===== config.mk =====
export PLATFORM = sky130hd
export DESIGN_NAME = deser8way
export DESIGN_NICKNAME = d
export VERILOG_FILES = /design/src/rtl/deser8way_pkg.sv /design/src/rtl/deser8way_or8way.sv /design/src/rtl/deser8way.sv
export SDC_FILE = /design/constraint.sdc
export NUM_CORES = 1
export LEC_CHECK = 0
export ABC_AREA = 1
export CAP_MARGIN = 10
export CORE_UTILIZATION = 45
export DETAILED_ROUTE_END_ITERATION = 7
export HOLD_SLACK_MARGIN = 0.05
export PLACE_DENSITY = 0.67
export RECOVER_POWER = 50
export SYNTH_ARGS = -nofsm -noshare
export SYNTH_HDL_FRONTEND = slang
export SYNTH_SLANG_ARGS = --single-unit

===== constraint.sdc =====
create_clock -name clk -period 1.3 [get_ports clk]
set_input_delay 0.195 -clock clk [delete_from_list [all_inputs] [get_ports clk]]
set_output_delay 0.195 -clock clk [all_outputs]
set_load 0.01 [all_outputs]

===== src/rtl/deser8way_pkg.sv =====
// Shared constants and state encoding for the bit-serial to 8-bit word collector.
package deser8way_pkg;

  localparam int unsigned WORD_W   = 8;
  localparam int unsigned CNT_W    = 4;
  localparam int unsigned FULL_CNT = 8;

  typedef enum logic {
    ACCUM = 1'b0,
    FULL  = 1'b1
  } state_t;

endpackage


===== src/rtl/deser8way_or8way.sv =====
// 8-input OR reduction gate.
module deser8way_or8way (
  input  logic [7:0] a,
  output logic       y
);

  assign y = |a;

endmodule


===== src/rtl/deser8way.sv =====
// Serial-to-parallel collector: assembles 8 accepted bits into a word held in a
// single-entry valid/ready output buffer, with an any-bit-set flag.
module deser8way
  import deser8way_pkg::*;
#(
  parameter bit LSB_FIRST = 1'b1
) (
  input  logic       clk,
  input  logic       rst_n,
  input  logic       in_bit,
  input  logic       in_valid,
  output logic       in_ready,
  output logic [7:0] out,
  output logic       out_valid,
  input  logic       out_ready,
  output logic       out_nz
);

  state_t              state_q, state_d;
  logic [CNT_W-1:0]    cnt_q, cnt_d;
  logic [WORD_W-1:0]   sh_q, sh_d;
  logic [WORD_W-1:0]   out_d;
  logic                out_valid_d;

  logic                accept_c;
  logic                buf_free_c;
  logic [2:0]          pos_c;
  logic [WORD_W-1:0]   sh_new_c;

  // Readiness depends only on the counter state; held low while in reset.
  assign in_ready   = rst_n & (state_q == ACCUM);
  assign accept_c   = in_valid & in_ready;
  assign buf_free_c = ~out_valid | out_ready;
  assign pos_c      = LSB_FIRST ? cnt_q[2:0] : (3'd7 - cnt_q[2:0]);
  assign sh_new_c   = sh_q | (WORD_W'(in_bit) << pos_c);

  always_ff @(posedge clk or negedge rst_n) begin
    if (!rst_n) begin
      state_q   <= ACCUM;
      cnt_q     <= '0;
      sh_q      <= '0;
      out       <= '0;
      out_valid <= 1'b0;
    end else begin
      state_q   <= state_d;
      cnt_q     <= cnt_d;
      sh_q      <= sh_d;
      out       <= out_d;
      out_valid <= out_valid_d;
    end
  end

  // Next-state: accumulate bits, park a completed word in FULL until the buffer frees.
  always_comb begin
    state_d     = state_q;
    cnt_d       = cnt_q;
    sh_d        = sh_q;
    out_d       = out;
    out_valid_d = out_valid;

    if (out_valid && out_ready) begin
      out_valid_d = 1'b0;
    end

    case (state_q)
      ACCUM: begin
        if (accept_c) begin
          if (cnt_q == CNT_W'(FULL_CNT - 1)) begin
            if (buf_free_c) begin
              out_d       = sh_new_c;
              out_valid_d = 1'b1;
              cnt_d       = '0;
              sh_d        = '0;
            end else begin
              sh_d    = sh_new_c;
              cnt_d   = CNT_W'(FULL_CNT);
              state_d = FULL;
            end
          end else begin
            sh_d  = sh_new_c;
            cnt_d = cnt_q + CNT_W'(1);
          end
        end
      end
      FULL: begin
        if (buf_free_c) begin
          out_d       = sh_q;
          out_valid_d = 1'b1;
          cnt_d       = '0;
          sh_d        = '0;
          state_d     = ACCUM;
        end
      end
      default: begin
        state_d = ACCUM;
        cnt_d   = '0;
        sh_d    = '0;
      end
    endcase
  end

  deser8way_or8way u_or8way (
    .a (out),
    .y (out_nz)
  );

endmodule


==> results.py <==
metrics = {
    "synth": {
        "synth.most_common_cell": "nand2_1",
        "synth-simple-area-share": 0.401,
        "synth_top_family_by_area": "simple AND/OR/NAND/NOR gates",
        "synth.avg_cell_area_um2": 7.43,
        "synth_xor_xnor_area_share": 0,
        "synth_warnings": 0,
        "ys_types": 20,
        "synth_area_leaders": "dfrtp_1 45%, nand2_1 24%, inv_1 7.1%",
        "synth_edf_count": 0,
        "synthMuxAreaShare": 0,
        "synth_compound_area_frac": 0.0207,
        "synth_fa_ha_area_frac": 0.0103,
        "yosysTopAreaCell": "dfrtp_1",
        "syn_inst": 163,
        "synth.cells.most_frequent": "77 x nand2_1, 23 x inv_1, 22 x dfrtp_1, 8 x nor2_1",
        "synth_ff_type": "dfrtp_1",
        "yosysTopAreaCellShare": 0.455,
        "seq_area_frac_synth": 0.455,
        "syn_nets": 169,
        "synth_seq_cells": 22,
        "syn-cell-area_um2": 1210,
        "async_flop_share": 1.00,
    },
    "sta": {
        "tightest_slew_ns": 0.537,
        "hold_viol": 0,
        "period_needed_ns": 1.39,
        "clock_skew_ns": 0.00591,
        "slew_violations": 0,
        "setup_ws_ns": -0.0914,
        "setup_violations": 9,
        "grt_setup_unrepaired": "yes",
        "hold_ws_ns": 0.522,
        "fmax_ghz": 0.719,
        "tns_ns": -0.221,
        "maxSlewHeadroom": 0.642,
        "period_share": 1.07,
    },
    "grt": {
        "grt_pass1_vias": 943,
        "grt_max_degree": 23,
        "grt_overflow": 0,
        "grt_pass1_wl_um": 3920,
        "antenna_found_initial": 0,
        "grt_usage": 0.191,
    },
    "cts": {
        "htreeDepth": 1,
        "cts-root-buf": "clkbuf_4",
        "cts_buffers": 3,
        "cts_tree": "built",
        "cts_sinks": 22,
        "cts.clk_slew.worst_paths_ns": 0.12,
        "insertion_delay_ns": 0.30,
        "clock_path_buffers": 2,
    },
    "place": {
        "place_inst": 221,
        "gp_congestion": 0.874,
        "portBuffers": 15,
        "dp_hpwl_um": 1750,
    },
    "setup_path": {
        "cp-endpoint": "out_nz",
        "cpPeakStageDelay_ns": 0.41,
        "timing.rr.start": "cnt_q[0]$_DFFE_PN0P_",
        "regToRegEndpoint": "sh_q[4]$_DFFE_PN0P_",
        "crit_family": "flip-flops",
        "start_kind": "flop",
        "r2r_cells": 8,
        "worst-path-stages": 3,
        "setup.worst_path.start": "out[1]$_DFFE_PN0P_",
        "critPathMaxFanout": 2,
        "critical_path_class": "flop to output port",
        "worstSetupEndpointType": "output port",
        "critical_path_required_ns": 1.11,
        "reg2reg_setup_slack_ns": 0.02,
        "crit_buf_inv": 1,
        "crit_arrival_ns": 1.20,
        "cp_cell_sequence": "nor4_2, nand2_1, buf_2",
        "worst_path_max_delay_cell": "dfrtp_1",
    },
    "route": {
        "drtIter0Drc": 24,
        "wirelength_um": 2750,
        "ant_nets": 0,
        "drt_first_pass_iters": 4,
        "drc_errors": 0,
        "vias": 1104,
        "avgViaCountPerCell": 4.78,
        "wire_per_inst_um": 11.9,
    },
    "min_path": {
        "worstHoldPathType": "flop to flop",
    },
    "pwr": {
        "peakVddDrop_uv": 1140,
        "p_total_mw": 3.05,
        "p_per_area_nw_per_um2": 1850,
        "leakage_nw": 0.856,
    },
    "cells_and_area": {
        "nFillCells": 214,
        "stdcell_count": 231,
        "drive_gt1_frac": 0.264,
        "antenna_cells": 0,
        "syn2layout_area_growth_pct": 36.0,
        "finalNetCount": 209,
    },
    "run_status": {
        "status": "complete, but fails checks",
        "violations": "negative setup slack",
    },
    "floorplan": {
        "ios": 16,
        "num_rows": 18,
        "fp.dieW_um": 53.9,
        "core_um2": 2500,
        "initial_core_util": 0.484,
        "fp.dieH_um": 53.9,
        "die_area_um2": 2900,
    },
    "job": {
        "drv_cap": 0,
    },
}
## logic make-up (layout without fill, tap and decap cells)
kind of cell	Yosys count	count (layout)
adder cells (fa/ha/maj)	1	1
buffers and inverters	30	67
AND/OR/NAND/NOR	105	106
flip-flops	22	22
AO/OA/AOI/OAI	5	5
## per-stage QoR
step	instance area, um^2	setup slack [ns]	util
3_3_place_gp	1490	-0.308	0.596
2_1_floorplan	1210	0.0593	-
3_5_place_dp	1490	-0.284	0.596
6_report	1650	-0.0914	0.659
5_1_grt	1650	-0.140	0.659
4_1_cts	1530	-0.103	0.612
## worst min-delay path: stages (launching register included)
cell     delay [ns]
dfrtp_1        0.38
nand2_1        0.06
nand2_1        0.06
## sequential cells by signal, indices dropped and copies added, names as in the netlist
| register | flops |
|---|---|
| out_valid | 1 |
| cnt_q | 4 |
| state_q | 1 |
| sh_q | 8 |
| out | 8 |
## layer usage
metal / wire [um] / track usage
met5: 0 / 0
met2: 1360 / 0.300
met1: 1190 / 0.257
met3: 141 / 0.0282
met4: 65 / 0.0877
## cell type report
type | count | area [um^2] | share of cell area
inverter | 25 | 98.8 | 0.0600
sequential | 22 | 553 | 0.336
tap | 30 | 37.5 | 0.0228
timing repair buffer | 39 | 319 | 0.194
multi-input combinational | 112 | 616 | 0.374
clock buffer | 3 | 22.5 | 0.0137
## power by group
group          switching, mW  total, mW  internal, mW
Clock                  0.197      0.305         0.108
Combinational          0.800       1.57         0.770
Sequential             0.193       1.17         0.981
## what timing repair did
action / in CTS / in global routing
pin swaps: 1 / 9
buffers inserted: 2 / 4
hold buffers: 0 / 0
setup endpoints to repair: 11 / 21
cloned: 0 / 1
resized for setup: 27 / 22
## cell usage in the layout, fill, tap and decap left out
master            n
dfrtp_2           2
inv_2             1
inv_1            23
nand2_4           1
clkdlybuf4s50_1   3
nor2_4            1
nand3_1           2
nand3_4           4
buf_4            20
o21ai_0           3
clkinv_4          1
nand3b_1          1
nand2_8           2
clkbuf_4          3
buf_12            1
nand2_2           2
nor3_2            2
dfrtp_1          20
clkbuf_2          3
nand3_2           1
nand4_1           3
nor2_2            3
ha_4              1
nor4_2            2
dlygate4sd3_1     1
buf_6             1
buf_2             2
nand2_1          75
nor3_1            2
nor2_1            5
clkdlybuf4s15_1   6
clkbuf_1          1
a21oi_1           2
dlygate4sd2_1     1
## worst min path at each step
stage | to | startpoint | slack [ns] | cells past startpoint
4_1_cts | cnt_q[0]$_DFFE_PN0P_ | rst_n | 0.39 | 3
3_3_place_gp | cnt_q[3]$_DFFE_PN0P_ | cnt_q[3]$_DFFE_PN0P_ | 0.49 | 2
5_1_grt | cnt_q[1]$_DFFE_PN0P_ | in_valid | 0.57 | 3
2_1_floorplan | cnt_q[0]$_DFFE_PN0P_ | rst_n | -0.10 | 0
3_5_place_dp | cnt_q[3]$_DFFE_PN0P_ | cnt_q[3]$_DFFE_PN0P_ | 0.49 | 2
6_report | cnt_q[3]$_DFFE_PN0P_ | cnt_q[3]$_DFFE_PN0P_ | 0.52 | 2
Note: power is estimated with default switching activity, not from simulation.
